File: src/rtl/encode_pkg.sv
// encode_pkg: shared types and constants for the LZS code-word encoder.
//   tok_e   - input token kinds (literal / match / end / reserved)
//   state_e - encoder FSM states
//   LZS prefix constants, end-marker value and field widths.
package encode_pkg;

  localparam int CODE_W = 13;  // widest code word (long-offset match)
  localparam int LEN_W  = 4;   // code length field
  localparam int OFF_W  = 11;  // offset / length field width

  typedef enum logic [1:0] {
    TOK_LIT   = 2'b00,
    TOK_MATCH = 2'b01,
    TOK_END   = 2'b10,
    TOK_RSVD  = 2'b11
  } tok_e;

  typedef enum logic [1:0] {
    ST_IDLE = 2'b00,
    ST_LEN  = 2'b01,
    ST_EXT  = 2'b10
  } state_e;

  localparam logic       LIT_PFX   = 1'b0;     // literal: 0 + byte
  localparam logic [1:0] OFF7_PFX  = 2'b11;    // offset < 128
  localparam logic [1:0] OFF11_PFX = 2'b10;    // offset >= 128
  localparam logic [8:0] END_MARK  = 9'h180;   // 110000000
  localparam logic [3:0] NIB_ONES  = 4'hF;

  localparam logic [OFF_W-1:0] EXT_MIN_LEN = 11'd23;  // length where E reaches 15
  localparam logic [OFF_W-1:0] EXT_STEP    = 11'd45;  // three full nibbles

endpackage

File: src/rtl/encode_code.sv
// encode_code: converts literal/match/end tokens into LZS code words for a
// downstream bit packer. One code word per cycle at most, one-cycle latency.
// Ports:
//   clk, rst             - clock, asynchronous active-high reset
//   in_valid/in_ready    - token handshake (transfer when both high)
//   in_type              - token kind (see encode_pkg::tok_e)
//   in_literal           - literal byte
//   in_offset/in_length  - match offset (1..2047) and length (2..2047)
//   cnt_output_enable    - registered: code word valid this cycle
//   cnt_output/cnt_len   - registered code bits (right-justified) and length
//   cnt_finish           - registered: end marker emitted, sticky until reset
module encode_code
  import encode_pkg::*;
(
  input  logic              clk,
  input  logic              rst,
  input  logic              in_valid,
  output logic              in_ready,
  input  logic [1:0]        in_type,
  input  logic [7:0]        in_literal,
  input  logic [OFF_W-1:0]  in_offset,
  input  logic [OFF_W-1:0]  in_length,
  output logic              cnt_output_enable,
  output logic [CODE_W-1:0] cnt_output,
  output logic [LEN_W-1:0]  cnt_len,
  output logic              cnt_finish
);

  state_e             r_state;
  logic [OFF_W-1:0]   r_length;
  logic [OFF_W-1:0]   r_rem;
  logic               r_end_pend;

  logic               w_accept;
  logic [CODE_W-1:0]  w_tok_code, w_len_code, w_ext_code;
  logic [LEN_W-1:0]   w_tok_bits, w_len_bits, w_ext_bits;

  // The cycle the end word is on the wire also refuses tokens, so nothing
  // slips in between the end marker and cnt_finish rising.
  assign in_ready = (r_state == ST_IDLE) && !cnt_finish && !r_end_pend;
  assign w_accept = in_valid && in_ready;

  // First word of an accepted token.
  always_comb begin
    w_tok_code = '0;
    w_tok_bits = '0;
    case (tok_e'(in_type))
      TOK_LIT: begin
        w_tok_code = {4'b0, LIT_PFX, in_literal};
        w_tok_bits = 4'd9;
      end
      TOK_MATCH: begin
        if (in_offset < 11'd128) begin
          w_tok_code = {4'b0, OFF7_PFX, in_offset[6:0]};
          w_tok_bits = 4'd9;
        end else begin
          w_tok_code = {OFF11_PFX, in_offset};
          w_tok_bits = 4'd13;
        end
      end
      TOK_END: begin
        w_tok_code = {4'b0, END_MARK};
        w_tok_bits = 4'd9;
      end
      default: ;
    endcase
  end

  // Length code emitted in LEN.
  always_comb begin
    w_len_code = '0;
    w_len_bits = '0;
    if (r_length <= 11'd4) begin
      w_len_code = {11'b0, 2'(r_length - 11'd2)};      // 00/01/10
      w_len_bits = 4'd2;
    end else if (r_length <= 11'd7) begin
      w_len_code = {9'b0, 4'(r_length + 11'd7)};       // 1100..1110
      w_len_bits = 4'd4;
    end else begin
      // E = length-8 saturates at 15; the overflow goes to EXT
      w_len_code = {5'b0, NIB_ONES,
                    (r_length >= EXT_MIN_LEN) ? NIB_ONES : 4'(r_length - 11'd8)};
      w_len_bits = 4'd8;
    end
  end

  // Extension word: R/15 is resolved by range compares since R < 45 here.
  always_comb begin
    w_ext_code = '0;
    w_ext_bits = '0;
    if (r_rem >= EXT_STEP) begin
      w_ext_code = {1'b0, {3{NIB_ONES}}};
      w_ext_bits = 4'd12;
    end else if (r_rem >= 11'd30) begin
      w_ext_code = {1'b0, NIB_ONES, NIB_ONES, 4'(r_rem - 11'd30)};
      w_ext_bits = 4'd12;
    end else if (r_rem >= 11'd15) begin
      w_ext_code = {5'b0, NIB_ONES, 4'(r_rem - 11'd15)};
      w_ext_bits = 4'd8;
    end else begin
      w_ext_code = {9'b0, r_rem[3:0]};
      w_ext_bits = 4'd4;
    end
  end

  always_ff @(posedge clk or posedge rst) begin
    if (rst) begin
      r_state           <= ST_IDLE;
      r_length          <= '0;
      r_rem             <= '0;
      r_end_pend        <= 1'b0;
      cnt_output_enable <= 1'b0;
      cnt_output        <= '0;
      cnt_len           <= '0;
      cnt_finish        <= 1'b0;
    end else begin
      cnt_output_enable <= 1'b0;
      cnt_output        <= '0;
      cnt_len           <= '0;
      if (r_end_pend) begin
        cnt_finish <= 1'b1;
        r_end_pend <= 1'b0;
      end
      case (r_state)
        ST_IDLE: begin
          if (w_accept && (tok_e'(in_type) != TOK_RSVD)) begin
            cnt_output_enable <= 1'b1;
            cnt_output        <= w_tok_code;
            cnt_len           <= w_tok_bits;
            if (tok_e'(in_type) == TOK_MATCH) begin
              r_length <= in_length;
              r_state  <= ST_LEN;
            end
            if (tok_e'(in_type) == TOK_END) r_end_pend <= 1'b1;
          end
        end
        ST_LEN: begin
          cnt_output_enable <= 1'b1;
          cnt_output        <= w_len_code;
          cnt_len           <= w_len_bits;
          if (r_length >= EXT_MIN_LEN) begin
            r_rem   <= r_length - EXT_MIN_LEN;   // R = E-15
            r_state <= ST_EXT;
          end else begin
            r_state <= ST_IDLE;
          end
        end
        ST_EXT: begin
          cnt_output_enable <= 1'b1;
          cnt_output        <= w_ext_code;
          cnt_len           <= w_ext_bits;
          if (r_rem >= EXT_STEP) begin
            r_rem <= r_rem - EXT_STEP;
          end else begin
            r_rem   <= '0;
            r_state <= ST_IDLE;
          end
        end
        default: r_state <= ST_IDLE;
      endcase
    end
  end

endmodule

File: config.mk
export PLATFORM = sky130hd
export DESIGN_NAME = encode_code
export DESIGN_NICKNAME = d
export VERILOG_FILES = /design/src/rtl/encode_pkg.sv /design/src/rtl/encode_code.sv
export SDC_FILE = /design/constraint.sdc
export NUM_CORES = 1
export LEC_CHECK = 0
export ABC_AREA = 1
export CAP_MARGIN = 20
export CORE_MARGIN = 5
export CORE_UTILIZATION = 45
export CTS_CLUSTER_DIAMETER = 50
export DETAILED_ROUTE_END_ITERATION = 7
export PLACE_DENSITY = 0.71
export SYNTH_ARGS = -nofsm -noshare
export SYNTH_HDL_FRONTEND = slang
export SYNTH_SLANG_ARGS = --single-unit
File: constraint.sdc
create_clock -name clk -period 2.1 [get_ports clk]
set_clock_uncertainty 0.1 [all_clocks]
set_input_delay 0.42 -clock clk [delete_from_list [all_inputs] [get_ports clk]]
set_output_delay 0.42 -clock clk [all_outputs]
set_load 0.05 [all_outputs]
# Word level (Yosys, flattened, before mapping)

Index checks and enable logic that the tools add are counted.

Flip-flop bits (word level): 44
Input bits: 35
Output and inout port bits: 20
Logic and storage cells: 77

$add $sub $neg: 7
$lt $le $gt $ge: 7
Eq/ne operators: 9
Muxes and demuxes: 32
Reductions and logical operators: 14

Operators by type and width:

| operator                | number |
|---|---|
| $pmux W13 S3            | 2 |
| $mux W4                 | 7 |
| $mux W13                | 2 |
| $mux W12                | 2 |
| $mux W8                 | 3 |
| $ge A11 B5 Y1 const B   | 2 |
| $le A11 B3 Y1 const B   | 2 |
| $mux W11                | 2 |
| $pmux W11 S2            | 1 |
| $pmux W4 S3             | 1 |
| $sub A4 B4 Y4 const B   | 3 |
| $ge A11 B4 Y1 const B   | 1 |
| $ge A11 B6 Y1 const B   | 1 |
| $lt A11 B8 Y1 const B   | 1 |
| $sub A11 B5 Y11 const B | 1 |
| $sub A11 B6 Y11 const B | 1 |
| $mux W2                 | 4 |
| $pmux W4 S2             | 1 |
| $ne A2 B2 Y1 const B    | 3 |
| $pmux W2 S3             | 1 |
| $reduce_and A3 Y1       | 2 |
| $add A4 B3 Y4 const B   | 1 |
| $eq A2 B1 Y1 const B    | 2 |
| $eq A2 B2 Y1 const B    | 2 |
| other kinds (11)        | 21 |

# Logic depth before layout (Yosys ltp)

Gate-level depths: netlist of run 1.

Depth in word-level cells: 7
Mapped depth: 14
Depth with buffers taken out: 14

# Least setup slack after synthesis of run 1

OpenSTA, ideal clock, no wires.

Path kind: reg2reg
Start point: reg cnt_finish
End point: reg r_length[5]
Library setup time: 0.125 ns
Data arrival time: 1.885 ns
Data required time: 1.875 ns
Path slack: -0.010 ns
Cell stages (with the launch flop): 6
Buffers on the path: 0
Period minus slack after synthesis: 2.110 ns
Cell sequence: dfrtp_1 or2_4 nor2_4 nand2_1 nor2_2 mux2_2

Word-level cells in the longest chain between the ends: 6

RTL lines:

| item                               | line               | source |
|---|---|---|
| start: declaration                 | encode_code.sv:26  | `output logic cnt_finish` |
| start signal: assignment           | encode_code.sv:115 | `cnt_finish <= 1'b0;` |
| start signal: assignment           | encode_code.sv:121 | `cnt_finish <= 1'b1;` |
| $logic_not A1 Y1                   | encode_code.sv:40  | `assign in_ready = (r_state == ST_IDLE) && !cnt_finish && !r_end_pend;` |
| $logic_and A1 B1 Y1 (2 in a row)   | encode_code.sv:40  |  |
| net in_ready                       | encode_code.sv:18  | `output logic in_ready,` |
| $logic_and A1 B1 Y1                | encode_code.sv:41  | `assign w_accept = in_valid && in_ready;` |
| $logic_and A1 B1 Y1                | encode_code.sv:126 | `if (w_accept && (tok_e'(in_type) != TOK_RSVD)) begin` |
| $reduce_and A3 Y1 (no source line) | n/a                |  |
| end signal: assignment             | encode_code.sv:131 | `r_length <= in_length;` |
| end: declaration                   | encode_code.sv:30  | `logic [OFF_W-1:0] r_length;` |

The timed path passes the listed nets, and every way through them passes these cells.
A chain may end at the register's enable or synchronous reset.

# Worst setup path after layout of run 1

Start point: reg cnt_output[2]
End point: out cnt_output[2]

RTL lines:

| item                     | line               | source |
|---|---|---|
| start: declaration       | encode_code.sv:24  | `output logic [CODE_W-1:0] cnt_output,` |
| start signal: assignment | encode_code.sv:128 | `cnt_output <= w_tok_code;` |
| start signal: assignment | encode_code.sv:139 | `cnt_output <= w_len_code;` |
| start signal: assignment | encode_code.sv:150 | `cnt_output <= w_ext_code;` |

No word-level cell between the ends.

==> summary by stage, run 1 <==
Run status
The flow ran to the end, and the final reports show no timing, DRC or antenna violations.

Timing
Summed over all failing endpoints, the final setup total negative slack is 0 ns. Setup violations remaining at the end of the flow were counted as 0. Setup repair after global routing left no endpoint under its margin.

The number of hold violations in the final report is 0. The post-route fraction of the period consumed by the critical path is a little over nine tenths. The fmax is roughly 500 MHz.

Hold timing on the final database bottoms out at a slack of roughly 0.4 ns. For the pin with the worst max-slew slack, the measured transition is a little over 0.5 ns. The final setup slack of the worst path is between 0.07 and 0.08 ns. Measured against its own limit, the worst slew margin works out to 66.02%. The final max-slew violation count is 0. The shortest period the worst path allows is approximately 2 ns.

Global route
The number of global-route vias before repair came to 2782. The number of antenna violations at the first check in global routing came to 0. The all-layer global routing usage is between 15 and 20%. The first global-routing pass estimated 12.68 mm of wire.

Entering global routing, the biggest net connects between 40 and 50 pins. The global route total overflow is 0.

Power and ir drop
In this run the power density over the cells is between 600 and 700 nW/µm². The analysis attributes to cell leakage a power of approximately 1.8 nW. Overall power consumption after layout is estimated at 2.593 mW. The peak supply drop is around 340 µV.

Place
OpenSTA, run right after detailed placement, puts the worst setup slack at between 0.1 and 0.15 ns. Detailed placement finished with a half-perimeter wire length of approximately 5.8 mm. The number of buffer cells added on primary ports is between 50 and 60. The congestion estimate from routability-driven global placement came to 0.8770.

Worst setup path
For this design, the slowest cell found on the critical path is sky130_fd_sc_hd__clkdlybuf4s50_1. The critical path starts at cnt_output[2]. For the worst setup path, the data required time is roughly 1.6 ns.

The highest cell delay on the worst timing path is slightly above 0.8 ns. Of all nets on the critical path, the largest fanout is 1. The cell family contributing the most delay on the critical path is buffers and inverters. The slack of the worst reg-to-reg path is roughly 0.16 ns.

The critical path is of the reg -> out type. STA classifies the critical path endpoint as a primary output. The kind of start point of the critical path is a register. The critical path buffer and inverter count is 1.

Walking the worst path, the cells encountered are clkdlybuf4s50_1. The arrival time of data at the critical path endpoint is about 1.5 ns. The worst register-to-register path begins at r_rem[1].

Drt
The first routing iteration left 200 violations. The number of iterations in the first detailed-routing pass is 5. In this run the remaining antenna-violating nets after routing total 0. The DRC violations left is 0.

The detailed-route vias per instance is between 5 and 6. The routed design has about 7.4 mm of wire. After detailed routing, the average wire length per cell comes to around 13 µm.

The routed layout has approximately 2900 vias.

Cells and area
The post-layout utilization of the core is between 50% and 60%. The fraction of final layout cells sized beyond drive strength 1 is a little under an eighth. 0 antenna diodes ended up in the layout.

The total number of nets in the final design is around 520. The relative area change from synthesis to final layout is 27.55%.

Min path
The min-delay analysis places its worst path in the category reg -> reg. In this run the most critical hold path is launched from r_end_pend.

Logic synthesis
The post-synth design cell area is 2915 µm². The cell count after synthesis is 410. The average instance area after synthesis is 7.110 µm². The number of distinct library cells after synthesis is 33. The total nets after synthesis is between 400 and 500. During synthesis, Yosys emitted a total of 0 warnings.

After synthesis the netlist holds a flip-flop and latch count of 44. The fraction of the yosys area taken by sequential cells is about 38%.

Clocking
The number of buffers inserted by post-CTS setup repair is 0. Counting the buffers created by CTS gives 5. The clock latency at the later pin of the worst-skew pair is roughly 0.3 ns.

The count of hold-fix buffers inserted at cts is 0. The clock sink total is 44. Post-CTS repair changed the size of 0 cells. The H-tree generated during clock tree synthesis spans 2 levels.

The clock transition at the registers of the reported paths is 0.09 ns. TritonCTS built the clock tree. The clock tree buffer depth is 2.

The root buffer cell chosen for the clock tree is sky130_fd_sc_hd__clkbuf_8.

Die
The placement row count is 29. 55 I/O pins were placed. The floorplan step defined a die boundary enclosing 8188 µm². In this run the standard cell core region covers 6314 µm².

The die is 90.49 µm wide. The initial core utilization is a little under half. Measured along the y axis, the die boundary spans about 90 µm.

Flow run
The number of maximum-capacitance violations is 0.
-- kinds of logic (layout without fill, tap and decap cells) --
logic type / after synthesis / count (layout) / share of synthesized area, %
AND/OR/NAND/NOR: 224 / 224 / 33.18
AO/OA/AOI/OAI: 62 / 62 / 12.23
buffers and inverters: 59 / 123 / 8.755
flip-flops: 44 / 44 / 37.77
adder cells (fa/ha/maj): 13 / 13 / 5.580
XOR/XNOR: 7 / 7 / 2.103
multiplexers: 1 / 1 / 0.3862
-- path summary, 6_finish.rpt --
path	endpoint	depth (start not counted)
worst max register to register	r_rem[6]	13
worst min register to register	cnt_finish	1
max in group asynchronous	r_length[0]	3
worst min-delay path	cnt_finish	1
min in group asynchronous	cnt_output[8]	3
worst max-delay path	cnt_output[2]	1
-- placed cells by master (no fill, tap or decap) --
master and n:
sky130_fd_sc_hd__or2_4 1, sky130_fd_sc_hd__and3_1 1, sky130_fd_sc_hd__a21oi_1 23, sky130_fd_sc_hd__o32ai_1 1, sky130_fd_sc_hd__o21ai_2 4, sky130_fd_sc_hd__nand2_1 112
sky130_fd_sc_hd__dfrtp_1 42, sky130_fd_sc_hd__nand3_1 46, sky130_fd_sc_hd__a31oi_1 3, sky130_fd_sc_hd__o21bai_1 1, sky130_fd_sc_hd__clkdlybuf4s50_1 53, sky130_fd_sc_hd__o22ai_1 1
sky130_fd_sc_hd__o211ai_1 2, sky130_fd_sc_hd__nor2_4 2, sky130_fd_sc_hd__mux2_2 1, sky130_fd_sc_hd__nor2_1 44, sky130_fd_sc_hd__o21ai_0 19, sky130_fd_sc_hd__nor3_1 2
sky130_fd_sc_hd__buf_4 13, sky130_fd_sc_hd__a21oi_2 1, sky130_fd_sc_hd__inv_1 40, sky130_fd_sc_hd__clkinvlp_4 1, sky130_fd_sc_hd__buf_12 2, sky130_fd_sc_hd__inv_2 4
sky130_fd_sc_hd__nand4_1 1, sky130_fd_sc_hd__ha_1 13, sky130_fd_sc_hd__nor2_2 7, sky130_fd_sc_hd__xor2_1 7, sky130_fd_sc_hd__nand3_2 1, sky130_fd_sc_hd__dfrtp_2 2
sky130_fd_sc_hd__clkbuf_8 5, sky130_fd_sc_hd__o21ai_4 1, sky130_fd_sc_hd__o21ai_1 6, sky130_fd_sc_hd__clkinv_1 3, sky130_fd_sc_hd__nand2_2 7, sky130_fd_sc_hd__inv_6 1
sky130_fd_sc_hd__bufinv_16 1
-- registers in the layout, indices dropped and copies added, names as in the netlist --
signal,count
r_end_pend,1
cnt_len,4
cnt_finish,1
cnt_output,13
r_rem,11
r_state,2
r_length,11
cnt_output_enable,1
-- Yosys cell counts --
cell type / instances / area (µm²)
sky130_fd_sc_hd__clkinv_1: 3 / 11.26
sky130_fd_sc_hd__nor2_2: 7 / 43.79
sky130_fd_sc_hd__nor3_1: 2 / 10.01
sky130_fd_sc_hd__or2_4: 1 / 8.760
sky130_fd_sc_hd__nand4_1: 1 / 6.260
sky130_fd_sc_hd__and3_1: 1 / 6.260
sky130_fd_sc_hd__dfrtp_1: 44 / 1101
sky130_fd_sc_hd__nor2_1: 44 / 165.2
sky130_fd_sc_hd__inv_1: 41 / 153.9
sky130_fd_sc_hd__nor2_4: 2 / 22.52
sky130_fd_sc_hd__nand3_2: 1 / 10.01
sky130_fd_sc_hd__a31oi_1: 3 / 18.77
sky130_fd_sc_hd__o21ai_4: 1 / 16.27
sky130_fd_sc_hd__buf_2: 3 / 15.01
sky130_fd_sc_hd__a21oi_2: 1 / 8.760
sky130_fd_sc_hd__buf_4: 2 / 15.01
sky130_fd_sc_hd__o32ai_1: 1 / 8.760
sky130_fd_sc_hd__nand2_2: 7 / 43.79
sky130_fd_sc_hd__mux2_2: 1 / 11.26
sky130_fd_sc_hd__o211ai_1: 2 / 15.01
sky130_fd_sc_hd__clkbuf_1: 4 / 15.01
sky130_fd_sc_hd__o21bai_1: 1 / 7.510
sky130_fd_sc_hd__a21oi_1: 23 / 115.1
sky130_fd_sc_hd__o21ai_0: 19 / 95.09
sky130_fd_sc_hd__inv_2: 3 / 11.26
sky130_fd_sc_hd__o21ai_2: 4 / 35.03
sky130_fd_sc_hd__buf_6: 3 / 33.78
sky130_fd_sc_hd__nand2_1: 112 / 420.4
sky130_fd_sc_hd__nand3_1: 46 / 230.2
sky130_fd_sc_hd__xor2_1: 7 / 61.31
sky130_fd_sc_hd__o22ai_1: 1 / 6.260
sky130_fd_sc_hd__o21ai_1: 6 / 30.03
sky130_fd_sc_hd__ha_1: 13 / 162.7
-- area by class of cell --
cell class | instances | area (µm²)
repair buffers | 68 | 668.1
well taps | 77 | 96.34
fillers | 613 | 2595
flip-flops and latches | 44 | 1104
clock buffers | 5 | 68.82
clock inverters | 3 | 46.29
inverters | 47 | 176.4
multi-input cells | 307 | 1559
-- report_power, final --
| part | leakage (nW) | total (mW) | internal (mW) | switching (mW) |
|---|---|---|---|---|
| logic | 1.22 | 0.906 | 0.348 | 0.558 |
| registers | 0.545 | 1.02 | 0.935 | 0.0805 |
| clock network | 0.0548 | 0.672 | 0.359 | 0.313 |
| total | 1.82 | 2.59 | 1.64 | 0.952 |
-- metal layers --
metal	track usage (%)	up-vias	wire, µm
met5	0	-	0
met4	5.831	0	95
met3	2.583	7	411
met2	30.81	85	3475
met1	24.91	1321	3394
li1	-	1439	-
-- through the flow --
step,instances,instance area (µm²)
2_1_floorplan,410,2917
3_3_place_gp,543,3602
3_5_place_dp,543,3602
4_1_cts,551,3717
5_1_grt,551,3719
6_report,551,3719
Note: power is estimated with default switching activity, not from simulation.
==> inputs of run 2 (changes only) <==
--- a/config.mk
+++ b/config.mk
@@ -11,6 +11,7 @@
 export CORE_UTILIZATION = 45
 export CTS_CLUSTER_DIAMETER = 50
 export DETAILED_ROUTE_END_ITERATION = 7
+export GPL_ROUTABILITY_DRIVEN = 0
 export PLACE_DENSITY = 0.71
 export SYNTH_ARGS = -nofsm -noshare
 export SYNTH_HDL_FRONTEND = slang
==> summary by stage, run 2 (synthesis gave the netlist of run 1 again) <==
Cells and area
The largest registers in the layout are cnt_output (13), r_length (11), r_rem (11). The library cell used most frequently in the layout, excluding fill and tap cells, is sky130_fd_sc_hd__nand2_1. The fraction of final layout cells sized beyond drive strength 1 is 11.39% (unchanged).

The flip-flop count of the largest register, all copies and words added was 13 (unchanged). In the layout the commonest cells are sky130_fd_sc_hd__nand2_1 (112), sky130_fd_sc_hd__clkdlybuf4s50_1 (53), sky130_fd_sc_hd__nand3_1 (46), sky130_fd_sc_hd__nor2_1 (44), sky130_fd_sc_hd__dfrtp_1 (41). The relative area change from synthesis to final layout is 27.34%. The total number of nets in the final design is 521 (unchanged). Ranked by flip-flop count, first place goes to cnt_output. The number of antenna cells inserted came to 0 (unchanged). The filler cell count in the final layout was 610 (-0.49%). The number of standard cells in the layout, taps in and fillers out is 551 (unchanged).

Global route
The all-layer global routing usage is 17.96% (-0.60 points). The pin count of the biggest net entering global routing was 45 (unchanged). The global-route wire length before repair is 12.39 mm (-2.3%). The global route total overflow was 0 (unchanged). The number of global-route vias before repair is 2664 (-4.2%). The number of antenna violations at the first check in global routing came to 0 (unchanged).

Worst setup path
The peak fanout along the critical path came to 1 (unchanged). The worst setup path is of the reg -> out kind. The highest cell delay on the worst timing path is 0.82 ns (about the same). Among cell families on the critical path, the largest total delay comes from buffers and inverters.

The arrival time of data at the critical path endpoint came to 1.50 ns (about the same). The critical path buffer and inverter count was 1 (unchanged). The slowest stage of the critical path belongs to the cell sky130_fd_sc_hd__clkdlybuf4s50_1.

Walking the worst path, the cells encountered are clkdlybuf4s50_1. The data required time at the worst endpoint came to 1.58 ns (about the same). STA classifies the critical path startpoint as a register. The kind of capture point of the worst setup path is a primary output.

Power and ir drop
The total power per unit cell area was 688.6 nW/µm² (-1.3%). The peak supply drop was 363.7 µV (+5.6%). The reported leakage power is 1.815 nW (about the same).

Drt
The first-iteration detailed-routing DRC count is 182 (-9.0%). The post-detailed-route count of antenna-violating nets is 0 (unchanged). The total vias in the final route is 2774 (-2.7%). The routed wirelength normalized by instance count came to 13.01 µm (-2.8%). The number of iterations in the first detailed-routing pass was 4 (-1).

The DRC violations left was 0 (unchanged). The detailed-route wire length is 7.166 mm (-2.8%). The detailed-route vias per instance is 5.034 (-2.7%).

Timing
The actual slew at the worst max-slew pin was 0.5056 ns (-0.002508 ns). The post-route fraction of the period consumed by the critical path is 96.14% (-0.18 points). The fmax is 495.3 MHz (+0.18%). The worst max-slew margin expressed relative to the limit came to 66.19% (+0.17 points). The count of endpoints failing setup in the final report is 0 (unchanged). The number of hold violations in the final report is 0 (unchanged). The total negative slack is 0 ns (unchanged).

Setup repair after global routing left no endpoint under its margin. The shortest period the worst path allows is 2.019 ns (-0.003705 ns). The final max-slew violation count is 0 (unchanged).

Place
The HPWL after detailed placement is 5.624 mm (-3.6%). The number of buffer cells added on primary ports was 54 (unchanged). The number of placed instances with taps included was 543 (unchanged).

Clocking
The clock sink total is 44 (unchanged). The CTS tree is yes. The TritonCTS buffer count is 5 (unchanged). The clock tree buffer depth is 2 (unchanged). The buffer type at the clock tree root is sky130_fd_sc_hd__clkbuf_8.

The clock transition at the registers of the reported paths is 0.08 ns (about the same). The count of hold-fix buffers inserted at cts is 0 (unchanged). The number of H-tree branching levels is 2 (unchanged). The clock latency at the later pin of the worst-skew pair was 0.29 ns (about the same).

Die
The boundary pin count is 55 (unchanged). The total die area is 8188 µm² (unchanged). The die extent in x came to 90.49 µm (unchanged). The core region area is 6314 µm² (unchanged). The initial core utilization was 46.18% (unchanged). The floorplan die height was 90.49 µm (unchanged).

The placement row count is 29 (unchanged).

Min path
The worst min-delay path category is in -> async.

Run status
The flow ran to the end, and the final reports show no timing, DRC or antenna violations.

Flow run
The number of maximum-capacitance violations is 0 (unchanged).
## run 2: cell types whose count changed in the layout (fill, tap and decap cells not counted)
cell,previous run,this run
sky130_fd_sc_hd__dfrtp_2,2,3
sky130_fd_sc_hd__clkinv_2,0,1
sky130_fd_sc_hd__clkinvlp_4,1,0
sky130_fd_sc_hd__dfrtp_1,42,41
sky130_fd_sc_hd__inv_6,1,0
sky130_fd_sc_hd__clkbuf_1,0,1
## run 2: final cells by class
cell class	instances	area, µm²	area share [%]
timing repair buffer	68	668.1	18.00
inverter	47	176.4	4.752
tap	77	96.34	2.595
multi-input combinational	307	1559	42.00
sequential	44	1105	29.76
clock inverter	2	35.03	0.9437
clock buffer	6	72.57	1.955
## run 2: repair_timing
action,4_1_cts,5_1_grt
setup buffers,0,0
endpoints found under the hold margin,0,0
resized for setup,0,3
setup endpoints to repair,0,8
## run 2: per-layer routing
metal	global-route usage [%]	wire length (µm)	vias up
met3	2.333	313	10
met4	4.467	87	0
li1	-	-	1437
met2	28.93	3300	62
met5	0	0	-
met1	25.44	3466	1265
## run 2: where the power goes
part / total, mW / switching (mW) / internal [mW]
Sequential: 1.01 / 0.0801 / 0.935
Clock: 0.641 / 0.287 / 0.353
Combinational: 0.901 / 0.553 / 0.348
## run 2: stage by stage
stage	worst slack (ns)	utilization (%)	total power [mW]	hold WS, ns	cell area, µm²
floorplan	0.05235	-	1.640	0.3547	2917
global placement	0.1539	57.06	1.913	0.3650	3602
detailed placement	0.1193	57.06	1.927	0.3705	3602
CTS	0.08942	58.76	2.578	0.3926	3710
global route	0.01705	58.80	2.721	0.3981	3712
finish	0.08098	58.80	2.556	0.3853	3712
## run 2: tightest hold or removal path: cells and delay by family
kind / cells / cell delay [ns]
buffers and inverters: 3 / 0.73
## run 2: final timing paths
path	from	end	slack, ns	cells past startpoint
max in group asynchronous	rst	r_length[0]	1.27	3
hold reg to reg	r_end_pend	cnt_finish	0.39	1
setup reg to reg	r_state[0]	cnt_output[7]	0.19	8
setup / recovery	cnt_output[2]	cnt_output[2]	0.08	1
min in group clk	r_end_pend	cnt_finish	0.39	1
hold / removal	rst	cnt_output[10]	0.39	3
==> inputs of run 3 (changes only) <==
--- a/config.mk
+++ b/config.mk
@@ -11,8 +11,8 @@
 export CORE_UTILIZATION = 45
 export CTS_CLUSTER_DIAMETER = 50
 export DETAILED_ROUTE_END_ITERATION = 7
+export DONT_BUFFER_PORTS = 1
 export GPL_ROUTABILITY_DRIVEN = 0
-export PLACE_DENSITY = 0.71
 export SYNTH_ARGS = -nofsm -noshare
 export SYNTH_HDL_FRONTEND = slang
 export SYNTH_SLANG_ARGS = --single-unit
==> summary by stage, run 3 (synthesis gave the netlist of run 1 again) <==
Run status
The flow ran to the end, and the final reports show no timing, DRC or antenna violations.

Global route
The global-route met1 utilization is 24.44% (-1.0 points). The all-layer global routing usage is 17.26% (-0.70 points). The number of global-route vias before repair is 2503 (-6.0%). The global routing stage identified its most utilized layer as met2. The global routing met2 resource utilization is 26.69% (-2.2 points). The global-route wire length before repair is 11.82 mm (-4.6%).

The pin count of the biggest net entering global routing is 32 (-29%). The global route total overflow is 0 (unchanged). The number of antenna violations at the first check in global routing is 0 (unchanged). The met3 track demand over resource came to 4.250% (+1.9 points).

Place
The cell area after placement was 3029 µm² (-16%). The HPWL after detailed placement is 5.439 mm (-3.3%). The number of placed instances with taps included is 486 (-10%). The post-placement setup slack is 0.1294 ns (+0.01002 ns). The number of buffer cells added on primary ports is 0 (-100%).

Timing
The final max-slew violation count is 0 (unchanged). The number of hold violations in the final report is 0 (unchanged). The count of endpoints failing setup in the final report came to 0 (unchanged). The post-route fraction of the period consumed by the critical path is 93.45% (-2.7 points). The total negative slack is 0 ns (unchanged). Setup repair after global routing left no endpoint under its margin. The worst max-slew margin expressed relative to the limit is 61.08% (-5.1 points). The final setup slack of the worst path is 0.1375 ns (+0.05648 ns). The final-layout worst hold slack was 0.1134 ns (-0.2719 ns).

The shortest period the worst path allows came to 1.963 ns (-0.05648 ns). The fmax was 509.5 MHz (+2.9%). The actual slew at the worst max-slew pin is 0.5802 ns (+0.07460 ns).

Worst setup path
The critical path buffer and inverter count was 3 (+2). In this design, the largest share of critical-path delay is due to buffers and inverters. Tracing the worst setup path back leads to its startpoint at r_state[0]. The cell occurring most often along the worst timing path is sky130_fd_sc_hd__inv_1. STA classifies the critical path endpoint as a primary output. The data required time at the worst endpoint is 1.58 ns (about the same).

The arrival time of data at the critical path endpoint is 1.44 ns (-0.06 ns). The worst setup path is launched from a register. The slowest stage of the critical path is the sky130_fd_sc_hd__dfrtp_1 cell. The peak fanout along the critical path is 3 (+2).

Traced cell by cell, the critical path runs through inv_1 > ha_1 > inv_1 > nor2_4 > buf_4. The critical path class is reg -> out. The startpoint of the lowest-slack register-to-register path is r_state[0]. The highest cell delay on the worst timing path is 0.42 ns (-0.40 ns).

Clocking
The clock latency at the later pin of the worst-skew pair is 0.30 ns (about the same). The clock sink total is 44 (unchanged). The TritonCTS buffer count is 5 (unchanged). The buffer type at the clock tree root is sky130_fd_sc_hd__clkbuf_8. The number of H-tree branching levels is 2 (unchanged). The clock tree buffer depth is 2 (unchanged). The clock transition at the registers of the reported paths is 0.09 ns (about the same).

TritonCTS built the clock tree.

Die
The placement row count is 29 (unchanged). The die extent in x is 90.49 µm (unchanged). The floorplan die height was 90.49 µm (unchanged).

The initial core utilization is 46.18% (unchanged). The total die area is 8188 µm² (unchanged). The boundary pin count came to 55 (unchanged). The core region area is 6314 µm² (unchanged).

Cells and area
The number of standard cells in the layout, taps in and fillers out was 495 (-10%). The area of the multi-input gates was 1564 µm² (+0.32%). In the layout the commonest cells are sky130_fd_sc_hd__nand2_1 (112), sky130_fd_sc_hd__nand3_1 (46), sky130_fd_sc_hd__nor2_1 (44), sky130_fd_sc_hd__dfrtp_1 (41), sky130_fd_sc_hd__inv_1 (38). The fraction of final layout cells sized beyond drive strength 1 is 12.44% (+1.0 points). The flip-flop count of the largest register, all copies and words added is 13 (unchanged). The area used by sequential logic in the layout came to 1105 µm² (unchanged).

The cell area after layout is 3162 µm² (-15%). The post-layout utilization of the core is 50.08% (-8.7 points). The most common cell after layout, fill and taps aside is sky130_fd_sc_hd__nand2_1.

The filler cell count in the final layout was 665 (+9.0%). The relative area change from synthesis to final layout is 8.455%. The total number of nets in the final design came to 465 (-11%). The largest registers in the layout are cnt_output (13), r_length (11), r_rem (11).

The number of antenna cells inserted was 0 (unchanged). Counting flops per register, the top entry is cnt_output.

Drt
The number of iterations in the first detailed-routing pass is 5 (+1). The DRC violations left is 0 (unchanged). The detailed-route wire length was 6.788 mm (-5.3%).

The post-detailed-route count of antenna-violating nets is 0 (unchanged). The first-iteration detailed-routing DRC count is 98 (-46%). The routed wirelength normalized by instance count is 13.71 µm (+5.4%). The detailed-route vias per instance came to 5.105 (+1.4%). The total vias in the final route is 2527 (-8.9%).

Power and ir drop
The reported leakage power is 1.595 nW (-12%). The peak supply drop is 385.4 µV (+6.0%). The total power per unit cell area is 773.3 nW/µm² (+12%).

The overall power consumption came to 2.445 mW (-4.4%).

Min path
The startpoint identified for the worst hold timing path is in_type[0]. The tightest min-delay check is of the in -> reg type.

Flow run
The number of maximum-capacitance violations was 0 (unchanged).
-- run 3: worst register-to-register path, stage by stage (launching register included) --
cell and delay [ns]:
sky130_fd_sc_hd__dfrtp_1 0.42, sky130_fd_sc_hd__inv_1 0.12, sky130_fd_sc_hd__ha_1 0.17, sky130_fd_sc_hd__inv_1 0.11
sky130_fd_sc_hd__nor2_4 0.12, sky130_fd_sc_hd__nand2_1 0.08, sky130_fd_sc_hd__nor2_2 0.22, sky130_fd_sc_hd__buf_4 0.19
sky130_fd_sc_hd__nand2_1 0.09, sky130_fd_sc_hd__a31oi_1 0.19
-- run 3: what timing repair did --
item / CTS / global route
setup endpoints to repair: 0 / 9
buffers inserted: 0 / 0
gates resized for setup: 0 / 5
hold endpoints to repair: 13 / 0
hold buffers: 1 / 0
-- run 3: per-layer routing --
layer  vias to the layer above  part of all wire [%]  routed length, µm
met5                         -                     0                  0
met4                         0                  0.72                 49
met3                         6                   6.0                410
met2                        70                    45               3069
met1                      1128                    48               3259
li1                       1323                     -                  -
-- run 3: final timing paths --
check / end / cells after the start / slack (ns)
hold / removal: r_end_pend / 1 / 0.11
max in group asynchronous: r_length[0] / 3 / 0.93
setup / recovery: in_ready / 5 / 0.14
min in group asynchronous: cnt_len[2] / 2 / 0.45
setup reg to reg: cnt_len[2] / 9 / 0.20
hold reg to reg: cnt_finish / 1 / 0.39
-- run 3: final cells by class --
type / instances / share of cell area [%]
Multi-Input combinational cell: 307 / 49.47
Sequential cell: 44 / 34.94
Inverter: 47 / 5.580
Timing Repair Buffer: 12 / 3.324
Tap cell: 77 / 3.047
Clock buffer: 5 / 2.176
Clock inverter: 3 / 1.464
-- run 3: power breakdown --
part | internal [mW] | switching (mW) | total, mW
Sequential | 0.934 | 0.194 | 1.13
Combinational | 0.229 | 0.417 | 0.646
Clock | 0.359 | 0.313 | 0.672
